**src/rtl/uart_pkg.sv**
```systemverilog
// Shared types and constants for the memory-mapped UART transmitter.
package uart_pkg;

    // Serializer states
    typedef enum logic [1:0] {
        StIdle,
        StStart,
        StData,
        StStop
    } uart_state_e;

    // Store addresses decoded on the core's data bus (full 32-bit compare)
    localparam logic [31:0] TX_ADDR     = 32'h1000_0000;
    localparam logic [31:0] STATUS_ADDR = 32'h1000_0004;

    // Status word layout: {27'b0, overflow, busy, level[2:0]}
    localparam int unsigned STAT_LEVEL_LSB = 0;
    localparam int unsigned STAT_LEVEL_W   = 3;
    localparam int unsigned STAT_BUSY_BIT  = 3;
    localparam int unsigned STAT_OVF_BIT   = 4;

    // Bit in a STATUS_ADDR store that requests an overflow clear
    localparam int unsigned CTRL_CLR_OVF_BIT = 0;

    // Assemble the readback status word
    function automatic logic [31:0] pack_status(input logic [STAT_LEVEL_W-1:0] level,
                                                input logic                    busy,
                                                input logic                    ovf);
        logic [31:0] s;
        s = '0;
        s[STAT_LEVEL_LSB +: STAT_LEVEL_W] = level;
        s[STAT_BUSY_BIT]                  = busy;
        s[STAT_OVF_BIT]                   = ovf;
        return s;
    endfunction

endpackage

```
**src/rtl/sync_fifo.sv**
```systemverilog
// Small synchronous FIFO with registered count; DEPTH must be a power of two.
module sync_fifo #(
    parameter int unsigned WIDTH = 8,
    parameter int unsigned DEPTH = 4
) (
    input  logic                     clk,
    input  logic                     reset,
    input  logic                     push,
    input  logic [WIDTH-1:0]         din,
    input  logic                     pop,
    output logic [WIDTH-1:0]         dout,
    output logic [$clog2(DEPTH):0]   count,
    output logic                     full,
    output logic                     empty
);

    localparam int unsigned AW    = $clog2(DEPTH);
    localparam int unsigned CNT_W = AW + 1;

    localparam logic [CNT_W-1:0] CNT_ONE  = CNT_W'(1);
    localparam logic [CNT_W-1:0] CNT_FULL = CNT_W'(DEPTH);
    localparam logic [AW-1:0]    PTR_ONE  = AW'(1);

    logic [WIDTH-1:0] mem_q [DEPTH];

    logic [AW-1:0]    wr_ptr_q, wr_ptr_d;
    logic [AW-1:0]    rd_ptr_q, rd_ptr_d;
    logic [CNT_W-1:0] count_q, count_d;

    logic push_ok;
    logic pop_ok;

    // A pop on the same edge frees the slot, so a full FIFO still accepts that push
    assign empty   = (count_q == '0);
    assign full    = (count_q == CNT_FULL) && !pop;
    assign push_ok = push && !full;
    assign pop_ok  = pop && !empty;
    assign dout    = mem_q[rd_ptr_q];
    assign count   = count_q;

    // Pointer and occupancy next-state; pointers wrap naturally
    always_comb begin
        wr_ptr_d = wr_ptr_q;
        rd_ptr_d = rd_ptr_q;
        count_d  = count_q;
        if (push_ok) begin
            wr_ptr_d = wr_ptr_q + PTR_ONE;
        end
        if (pop_ok) begin
            rd_ptr_d = rd_ptr_q + PTR_ONE;
        end
        case ({push_ok, pop_ok})
            2'b10:   count_d = count_q + CNT_ONE;
            2'b01:   count_d = count_q - CNT_ONE;
            default: count_d = count_q;
        endcase
    end

    // Pointer and count registers
    always_ff @(posedge clk or negedge reset) begin
        if (!reset) begin
            wr_ptr_q <= '0;
            rd_ptr_q <= '0;
            count_q  <= '0;
        end else begin
            wr_ptr_q <= wr_ptr_d;
            rd_ptr_q <= rd_ptr_d;
            count_q  <= count_d;
        end
    end

    // Storage array; contents are don't-care until written
    always_ff @(posedge clk) begin
        if (push_ok) begin
            mem_q[wr_ptr_q] <= din;
        end
    end

endmodule

```
**src/rtl/mmio_uart_tx.sv**
```systemverilog
// Memory-mapped 8N1 UART transmitter fed by core stores, with a byte FIFO and status word.
module mmio_uart_tx
    import uart_pkg::*;
#(
    parameter int unsigned CLKS_PER_BIT = 434,
    parameter int unsigned FIFO_DEPTH   = 4
) (
    input  logic        clk,
    input  logic        reset,
    input  logic        MemWrite,
    input  logic [31:0] DataAdr,
    input  logic [31:0] WriteData,
    output logic        tx,
    output logic        busy,
    output logic        overflow,
    output logic [31:0] StatusData
);

    localparam int unsigned AW     = $clog2(FIFO_DEPTH);
    localparam int unsigned BAUD_W = $clog2(CLKS_PER_BIT);

    localparam logic [BAUD_W-1:0] BAUD_LAST = BAUD_W'(CLKS_PER_BIT - 1);
    localparam logic [BAUD_W-1:0] BAUD_ONE  = BAUD_W'(1);

    // Bus decode
    logic push_req;
    logic clr_req;
    logic drop;

    // FIFO interface
    logic       fifo_pop;
    logic [7:0] fifo_dout;
    logic [AW:0] fifo_count;
    logic       fifo_full;
    logic       fifo_empty;

    // Serializer state
    uart_state_e       state_q, state_d;
    logic [BAUD_W-1:0] baud_q, baud_d;
    logic [2:0]        bit_idx_q, bit_idx_d;
    logic [7:0]        sh_q, sh_d;
    logic              tx_q, tx_d;
    logic              baud_end;

    // Sticky overflow
    logic ovf_q, ovf_d;

    // Only the low byte and the clear bit of a store carry meaning here
    logic unused_wdata;
    assign unused_wdata = ^WriteData[31:8];

    assign push_req = MemWrite && (DataAdr == TX_ADDR);
    assign clr_req  = MemWrite && (DataAdr == STATUS_ADDR) && WriteData[CTRL_CLR_OVF_BIT];
    assign drop     = push_req && fifo_full;

    sync_fifo #(
        .WIDTH (8),
        .DEPTH (FIFO_DEPTH)
    ) u_fifo (
        .clk   (clk),
        .reset (reset),
        .push  (push_req),
        .din   (WriteData[7:0]),
        .pop   (fifo_pop),
        .dout  (fifo_dout),
        .count (fifo_count),
        .full  (fifo_full),
        .empty (fifo_empty)
    );

    assign baud_end = (baud_q == BAUD_LAST);

    // Serializer next-state: tx_d is the line level for the cycle after this edge
    always_comb begin
        state_d   = state_q;
        baud_d    = baud_q;
        bit_idx_d = bit_idx_q;
        sh_d      = sh_q;
        tx_d      = tx_q;
        fifo_pop  = 1'b0;

        case (state_q)
            StIdle: begin
                tx_d = 1'b1;
                if (!fifo_empty) begin
                    fifo_pop = 1'b1;
                    sh_d     = fifo_dout;
                    baud_d   = '0;
                    state_d  = StStart;
                    tx_d     = 1'b0;
                end
            end

            StStart: begin
                if (baud_end) begin
                    baud_d    = '0;
                    bit_idx_d = 3'd0;
                    state_d   = StData;
                    tx_d      = sh_q[0];
                end else begin
                    baud_d = baud_q + BAUD_ONE;
                    tx_d   = 1'b0;
                end
            end

            StData: begin
                if (baud_end) begin
                    baud_d = '0;
                    sh_d   = {1'b0, sh_q[7:1]};
                    if (bit_idx_q == 3'd7) begin
                        state_d = StStop;
                        tx_d    = 1'b1;
                    end else begin
                        bit_idx_d = bit_idx_q + 3'd1;
                        tx_d      = sh_q[1];
                    end
                end else begin
                    baud_d = baud_q + BAUD_ONE;
                end
            end

            StStop: begin
                if (baud_end) begin
                    baud_d = '0;
                    // Chain straight into the next start bit when more data is queued
                    if (!fifo_empty) begin
                        fifo_pop = 1'b1;
                        sh_d     = fifo_dout;
                        state_d  = StStart;
                        tx_d     = 1'b0;
                    end else begin
                        state_d = StIdle;
                        tx_d    = 1'b1;
                    end
                end else begin
                    baud_d = baud_q + BAUD_ONE;
                    tx_d   = 1'b1;
                end
            end

            default: begin
                state_d = StIdle;
                tx_d    = 1'b1;
            end
        endcase
    end

    // Overflow next-state: a drop on the same edge as a clear wins
    always_comb begin
        ovf_d = ovf_q;
        if (clr_req) begin
            ovf_d = 1'b0;
        end
        if (drop) begin
            ovf_d = 1'b1;
        end
    end

    // Serializer and status registers
    always_ff @(posedge clk or negedge reset) begin
        if (!reset) begin
            state_q   <= StIdle;
            baud_q    <= '0;
            bit_idx_q <= '0;
            sh_q      <= '0;
            tx_q      <= 1'b1;
            ovf_q     <= 1'b0;
        end else begin
            state_q   <= state_d;
            baud_q    <= baud_d;
            bit_idx_q <= bit_idx_d;
            sh_q      <= sh_d;
            tx_q      <= tx_d;
            ovf_q     <= ovf_d;
        end
    end

    // Outputs derived from registers only
    always_comb begin
        tx         = tx_q;
        overflow   = ovf_q;
        busy       = (state_q != StIdle) || (fifo_count != '0);
        StatusData = pack_status(STAT_LEVEL_W'(fifo_count), busy, ovf_q);
    end

endmodule

```
**config.mk**
```make
export PLATFORM = sky130hd
export DESIGN_NAME = mmio_uart_tx
export DESIGN_NICKNAME = d
export VERILOG_FILES = /design/src/rtl/uart_pkg.sv /design/src/rtl/sync_fifo.sv /design/src/rtl/mmio_uart_tx.sv
export SDC_FILE = /design/constraint.sdc
export NUM_CORES = 1
export LEC_CHECK = 0
export ABC_AREA = 0
export BUFFER_PORTS_ARGS = -buffer_cell sky130_fd_sc_hd__buf_2
export CAP_MARGIN = 25
export CORE_MARGIN = 10
export CORE_UTILIZATION = 40
export CTS_BUF_LIST = sky130_fd_sc_hd__clkbuf_16
export DETAILED_ROUTE_END_ITERATION = 8
export GPL_TIMING_DRIVEN = 0
export PLACE_DENSITY = 0.67
export SETUP_SLACK_MARGIN = 0.2
export SLEW_MARGIN = 20
export SYNTH_ARGS = -nofsm -noshare
export SYNTH_HDL_FRONTEND = slang
export SYNTH_SLANG_ARGS = --single-unit
```
**constraint.sdc**
```tcl
create_clock -name clk -period 2.27 [get_ports clk]
set_input_delay 0.3405 -clock clk [delete_from_list [all_inputs] [get_ports clk]]
set_output_delay 0.3405 -clock clk [all_outputs]
set_load 0.005 [all_outputs]
```
**Word level (Yosys, flattened, before mapping)**

Memories as Yosys holds them, arrays and structs flattened.
Cells that the tools add are included.

- Flip-flop bits (word level): 31
- Bits in writable memories: 32
- Bits of input ports: 67
- Output and inout port bits: 35
- Logic and storage cells: 87
- Memories: 1

- $add $sub $neg: 6
- Equality and inequality tests: 16
- Multiplexer cells: 32
- Reductions and logical operators: 23

Memories:

| name | depth | bits a word | rd ports | clocked after Yosys merged registers in | write ports | line | text |
|---|---|---|---|---|---|---|---|
| u_fifo.mem_q | 4 | 8 | 1 | 0 | 1 | sync_fifo.sv:24 | `logic [WIDTH-1:0] mem_q [DEPTH];` |

Operators by type and width:

| cell | count |
|---|---|
| equality test 32 x 29 -> 1 bit (second input constant) | 2 |
| two-way mux 8 bit | 3 |
| one-hot mux 8 bit (3 select lines) | 1 |
| two-way mux 9 bit | 2 |
| one-hot mux 9 bit (2 select lines) | 1 |
| two-way mux 1 bit | 12 |
| != test 2 bit (second input constant) | 6 |
| one-hot mux 3 bit (2 select lines) | 2 |
| two-way mux 2 bit | 5 |
| adder 9 x 1 -> 9 bit (second input constant) | 1 |
| equality test 9 bit (second input constant) | 1 |
| two-way mux 3 bit | 3 |
| one-hot mux 2 bit (4 select lines) | 1 |
| nonzero test 2 bit | 4 |
| logical AND 1 bit | 7 |
| adder 3 x 1 -> 3 bit (second input constant) | 2 |
| equality test 2 bit (second input constant) | 3 |
| equality test 3 bit (second input constant) | 2 |
| nonzero test 3 bit | 2 |
| AND reduction 5 bit | 1 |
| adder 2 x 1 -> 2 bit (second input constant) | 2 |
| equality test 2 x 1 -> 1 bit (second input constant) | 2 |
| one-hot mux 1 bit (4 select lines) | 1 |
| AND reduction 4 bit | 1 |
| other kinds (8) | 10 |

**Depth between registers and ports, before layout**

- Word-level depth: 10
- Mapped depth: 13
- Gate-level depth less buffers: 13

**Hierarchy**

Synthesis repeated with hierarchy kept, for this count alone.

- Cells, all modules: 254
- Area, all modules: 3340.7 µm²

Modules (own cells, without submodules):

| module | times used | cells an instance | area each (µm²) | seq. area each (µm²) |
|---|---|---|---|---|
| mmio_uart_tx | 1 | 175 | 1754.2 | 601.8 |
| sync_fifo | 1 | 79 | 1586.5 | 1136.1 |

**Worst setup path before layout**

OpenSTA, ideal clock, no wires.

- Kind: register to register
- Start: register baud_q[0]
- End: register u_fifo.count_q[2], in the netlist u_fifo.count[2]
- Setup time: 79 ps
- Arrival: 2342 ps
- Required time: 2191 ps
- Path slack: -151 ps
- Stages on the path, launching flop included: 13
- Buffers on the path: 0
- Clock period less this slack: 2421 ps
- Path through: dfrtp_1 ha_1 and4b_1 a41oi_2 nand4_1 nor3b_4 inv_1 ha_1 inv_1 fa_1 xor2_1 nor2_1 xor2_1

- Longest elaborated chain between the ends: 9
- Elaborated cells on any way between the ends: 12
- Classes of those cells: 3 x eq/ne; 3 x mux; 6 x reduce/logical

RTL lines:

| what | line | text |
|---|---|---|
| from (decl) | mmio_uart_tx.sv:39 | `logic [BAUD_W-1:0] baud_q, baud_d;` |
| from (signal assigned) | mmio_uart_tx.sv:170 | `baud_q <= baud_d;` |
| equality test 9 bit (*) | mmio_uart_tx.sv:71 | `assign baud_end = (baud_q == BAUD_LAST);` |
| two-way mux 1 bit (*) | mmio_uart_tx.sv:123 | `if (baud_end) begin` |
| one-hot mux 1 bit (2 select lines) (*) | mmio_uart_tx.sv:82 | `case (state_q)` |
| zero test 1 bit | sync_fifo.sv:35 | `assign full = (count_q == CNT_FULL) && !pop;` |
| logical AND 1 bit | sync_fifo.sv:35 |  |
| zero test 1 bit | sync_fifo.sv:36 | `assign push_ok = push && !full;` |
| logical AND 1 bit | sync_fifo.sv:36 |  |
| equality test 2 x 1 -> 1 bit / equality test 2 bit (equally long branches) | sync_fifo.sv:52 | `case ({push_ok, pop_ok})` |
| one-hot mux 3 bit (2 select lines) / nonzero test 2 bit (equally long branches) | -- |  |
| to (signal assigned) | sync_fifo.sv:68 | `count_q <= count_d;` |
| to (decl) | sync_fifo.sv:28 | `logic [CNT_W-1:0] count_q, count_d;` |

Mark *: on every way between the ends. The rest lies on a longest branch, timed or not.
A chain may end at the register's enable or synchronous reset.

**Worst setup path after layout**

- Start: register state_q[0]
- End: register u_fifo.count_q[2], in the netlist u_fifo.count[2]

- Longest elaborated chain between the ends: 8
- Elaborated cells on any way between the ends: 12
- Classes of those cells: 3 x eq/ne; 2 x mux; 7 x reduce/logical

RTL lines:

| what | line | text |
|---|---|---|
| from (decl) | mmio_uart_tx.sv:38 | `uart_state_e state_q, state_d;` |
| from (signal assigned) | mmio_uart_tx.sv:162 | `state_q <= StIdle;` |
| from (signal assigned) | mmio_uart_tx.sv:169 | `state_q <= state_d;` |
| equality test 2 bit / zero test 2 bit (equally long branches) | mmio_uart_tx.sv:82 |  |
| one-hot mux 1 bit (2 select lines) (*) | mmio_uart_tx.sv:82 |  |
| zero test 1 bit | sync_fifo.sv:35 |  |
| logical AND 1 bit | sync_fifo.sv:35 |  |
| zero test 1 bit | sync_fifo.sv:36 |  |
| logical AND 1 bit | sync_fifo.sv:36 |  |
| equality test 2 x 1 -> 1 bit / equality test 2 bit (equally long branches) | sync_fifo.sv:52 |  |
| one-hot mux 3 bit (2 select lines) / nonzero test 2 bit (equally long branches) | -- |  |

Marked as above.

==> run_results.csv <==
group,metric,value,unit
run,cap_violations,0,
sta,drv_slew,0,
clocking,cts_buffers,9,
sta,timing.fmax,407,MHz
pwr,leakagePower,1.92,nW
clocking,cts_tree,"built",
cells_and_area,diodes,0,
pwr,ir_drop,602,uV
synth,syn_avg_cell_area,12.2,sq um
routing,ant_nets,0,
worst_setup_path,endpoint,"u_fifo.count[2]",
placement,io_buffers,50,
worst_setup_path,cp.arrival,2.70,ns
worst_setup_path,reg2reg_depth,13,
sta,min_period,2.45,ns
routing,wl_per_cell,14.1,microns
worst_setup_path,path_max_fanout,4,
hold_path,hold_path.class,"input port to asynchronous set/reset pin",
placement,dpl.hpwl,4.76,mm
cells_and_area,syn_to_final_growth,31.3,%
floorplan,start_util,0.417,
worst_setup_path,crit_path_end_kind,"register",
routing,drt-pass1-iter-count,4,
placement,place_inst,446,
synth,async_flop_share,0.492,
cells_and_area,finalNonFillerCells,481,
worst_setup_path,critPathMostFrequentCell,"inv_2",
sta,period_share,1.08,
worst_setup_path,r2r_setup_slack,-0.18,ns
cells_and_area,drive_gt1_frac,0.414,
grt,grt_util_all_layers,0.109,
worst_setup_path,startpoint,"state_q[0]",
grt,gr-total-overflow,0,
synth,syn_inst,268,
placement,dp_slack,-0.297,ns
routing,drtIter0Drc,76,
synth,yosys.area.top_type,"edfxtp_1",
synth,synth_edf_count,32,
pwr,power.density,646,nW/um^2
sta,setup_viol,2,
clocking,cts_max_level,3,
synth,synthTopCellsByArea,"edfxtp_1, dfrtp_1, buf_4, mux4_2, ha_1",
worst_setup_path,startpoint_type,"register",
synth,ys_seq_elements,63,
routing,viasPerCell,4.75,
synth,synth_top_area_frac,0.294,
synth,syn_area,3270,sq um
clocking,clkTransAtPathRegs,0.06,ns
grt,grt_pass1_vias,2353,
grt,grt_max_degree,32,
synth,synth_ff_type,"edfxtp_1",
worst_setup_path,reg2reg_from,"state_q[0]",
cells_and_area,regArea,1740,sq um
floorplan,die_h,110,microns
cells_and_area,nNetsFinal,456,
synth,ys_warn_count,0,
worst_setup_path,cp_slowest_stage_delay,0.41,ns
grt,antenna_found_initial,0,
synth,synth_seq_area_share,0.532,
sta,fin_hold_ws,0.0728,ns
cells_and_area,multiInputGateArea,1400,sq um
clocking,cts.root.buffer_cell,"clkbuf_16",
sta,fin_skew,0.00850,ns
clocking,cts_sinks,63,
floorplan,die_w,110,microns
cells_and_area,fill_cells,674,
floorplan,core_region_area,7850,sq um
run_status,status,"finished, violations left",
sta,slew_headroom,0.519,
floorplan,rows,32,
sta,hold_viol,0,
floorplan,io_pins,102,
grt,grt_pass1_wl,11.2,mm
clocking,clk-insertion-delay-late,0.33,ns
sta,rsz0062_at_grt,"true",
routing,wl,6.80,mm
clocking,cts_max_path_buffers,2,
routing,num_vias,2284,
floorplan,die-area,12200,sq um
routing,drcViolationCount,0,
cells_and_area,final_area,4290,sq um
placement,gp_congestion,0.769,
worst_setup_path,path_cells,"inv_2 -> ha_4 -> inv_4 -> a41oi_4 -> nand4_1 -> nor3b_4 -> inv_2 -> ha_4 -> inv_2 -> fa_2 -> xor2_1 -> nor2_1 -> xor2_1",
sta,worst_slack,-0.184,ns
clocking,cts_hold_buf,0,
worst_setup_path,critPathRequiredTime,2.51,ns
sta,worst_pin_slew,0.722,ns
worst_setup_path,crit_type,"register to register",
worst_setup_path,crit_slowest_cell,"dfrtp_1",
run_status,violations,"negative setup slack",
synth,ys_types,48,
placement,placed_area,3760,sq um
worst_setup_path,r2r_end,"u_fifo.count[2]",
-- per-layer routing --
metal  vias up  global-route usage  share of wire
met1      1065               0.129           0.43
li1       1129                   -              -
met5         -                   0              0
met2        78               0.174           0.49
met3        12              0.0357          0.064
met4         0              0.0544          0.021
-- timing repair --
| item | 4_1_cts | 5_1_grt |
|---|---|---|
| buffers inserted | 9 | 10 |
| setup endpoints to repair | 37 | 48 |
| resized for setup | 17 | 18 |
| pin swaps | 9 | 7 |
-- sequential cells by signal, indices dropped and copies added, names as in the netlist, 2 cells and up --
signal	flops
baud_q	9
bit_idx_q	3
sh_q	8
state_q	2
u_fifo.count	3
u_fifo.mem_q	32
u_fifo.rd_ptr_q	2
u_fifo.wr_ptr_q	2
-- worst min path at each step --
stage	to	slack [ns]
after floorplan	baud_q[0]	0.04
after global placement	overflow	0.43
after detailed placement	u_fifo.rd_ptr_q[0]	0.45
after CTS	baud_q[3]	0.09
after global routing	baud_q[3]	0.13
final	baud_q[3]	0.07
-- cells in the mapped netlist (4+ instances only) --
cell / count
o21ai_0: 25
ha_1: 14
clkbuf_1: 5
inv_1: 15
nand2_1: 23
dfrtp_1: 30
buf_4: 30
a22o_1: 4
xor2_1: 4
nor2_1: 7
mux2i_1: 8
and2_1: 5
edfxtp_1: 32
nor4_1: 6
and3_1: 5
mux4_2: 8
-- metrics by stage --
| stage | power, mW | setup TNS, ns | utilization |
|---|---|---|---|
| after CTS | 2.80 | -0.319 | 0.531 |
| after global routing | 2.88 | -0.430 | 0.547 |
| after detailed placement | 1.46 | -5.33 | 0.480 |
| final | 2.77 | -0.221 | 0.547 |
| after floorplan | 1.39 | -0.0295 | - |
| after global placement | 1.46 | -3.23 | 0.480 |
-- worst max-delay path, delay by kind of cell, from the launching register on --
family | cells | cell delay, ns
AOI/OAI and AO/OA | 1 | 0.24
and+or+nand+nor | 3 | 0.47
adders and majority gates | 3 | 0.73
xor gates and xnor gates | 2 | 0.30
DFF | 1 | 0.41
buffers and inverters | 4 | 0.23
-- power breakdown --
group          internal [mW]  switching [mW]
clock network          0.840           0.483
registers               1.26          0.0375
logic                 0.0798          0.0704
total                   2.18           0.591
-- layout make-up --
class | count | area share
Clock inverter | 7 | 0.0152
Multi-Input combinational cell | 178 | 0.326
Clock buffer | 9 | 0.0525
Sequential cell | 63 | 0.405
Buffer | 38 | 0.0656
Inverter | 15 | 0.0137
Tap cell | 102 | 0.0297
Timing Repair Buffer | 69 | 0.0924
-- placed cells by master (no fill, tap or decap), types with 9 or more instances in the layout --
master     synthesis  final
buf_2              3     52
buf_4             30     47
clkbuf_16          0      9
conb_1             1     27
dfrtp_1           30     30
edfxtp_1          32     32
ha_1              14     11
nand2_1           23     23
o21ai_0           25     24
-- cell families (layout without fill, tap and decap cells) --
group,count (synthesis),count (layout),share of synthesized area
and+or+nand+nor,66,66,0.115
xor gates and xnor gates,7,7,0.0188
AOI/OAI and AO/OA,46,46,0.0930
other,1,27,0.00115
buffers and inverters,53,138,0.0964
adders and majority gates,15,15,0.0597
DFF,63,63,0.532
muxes,17,17,0.0842
No activity file was read; power rests on OpenSTA's default activity.
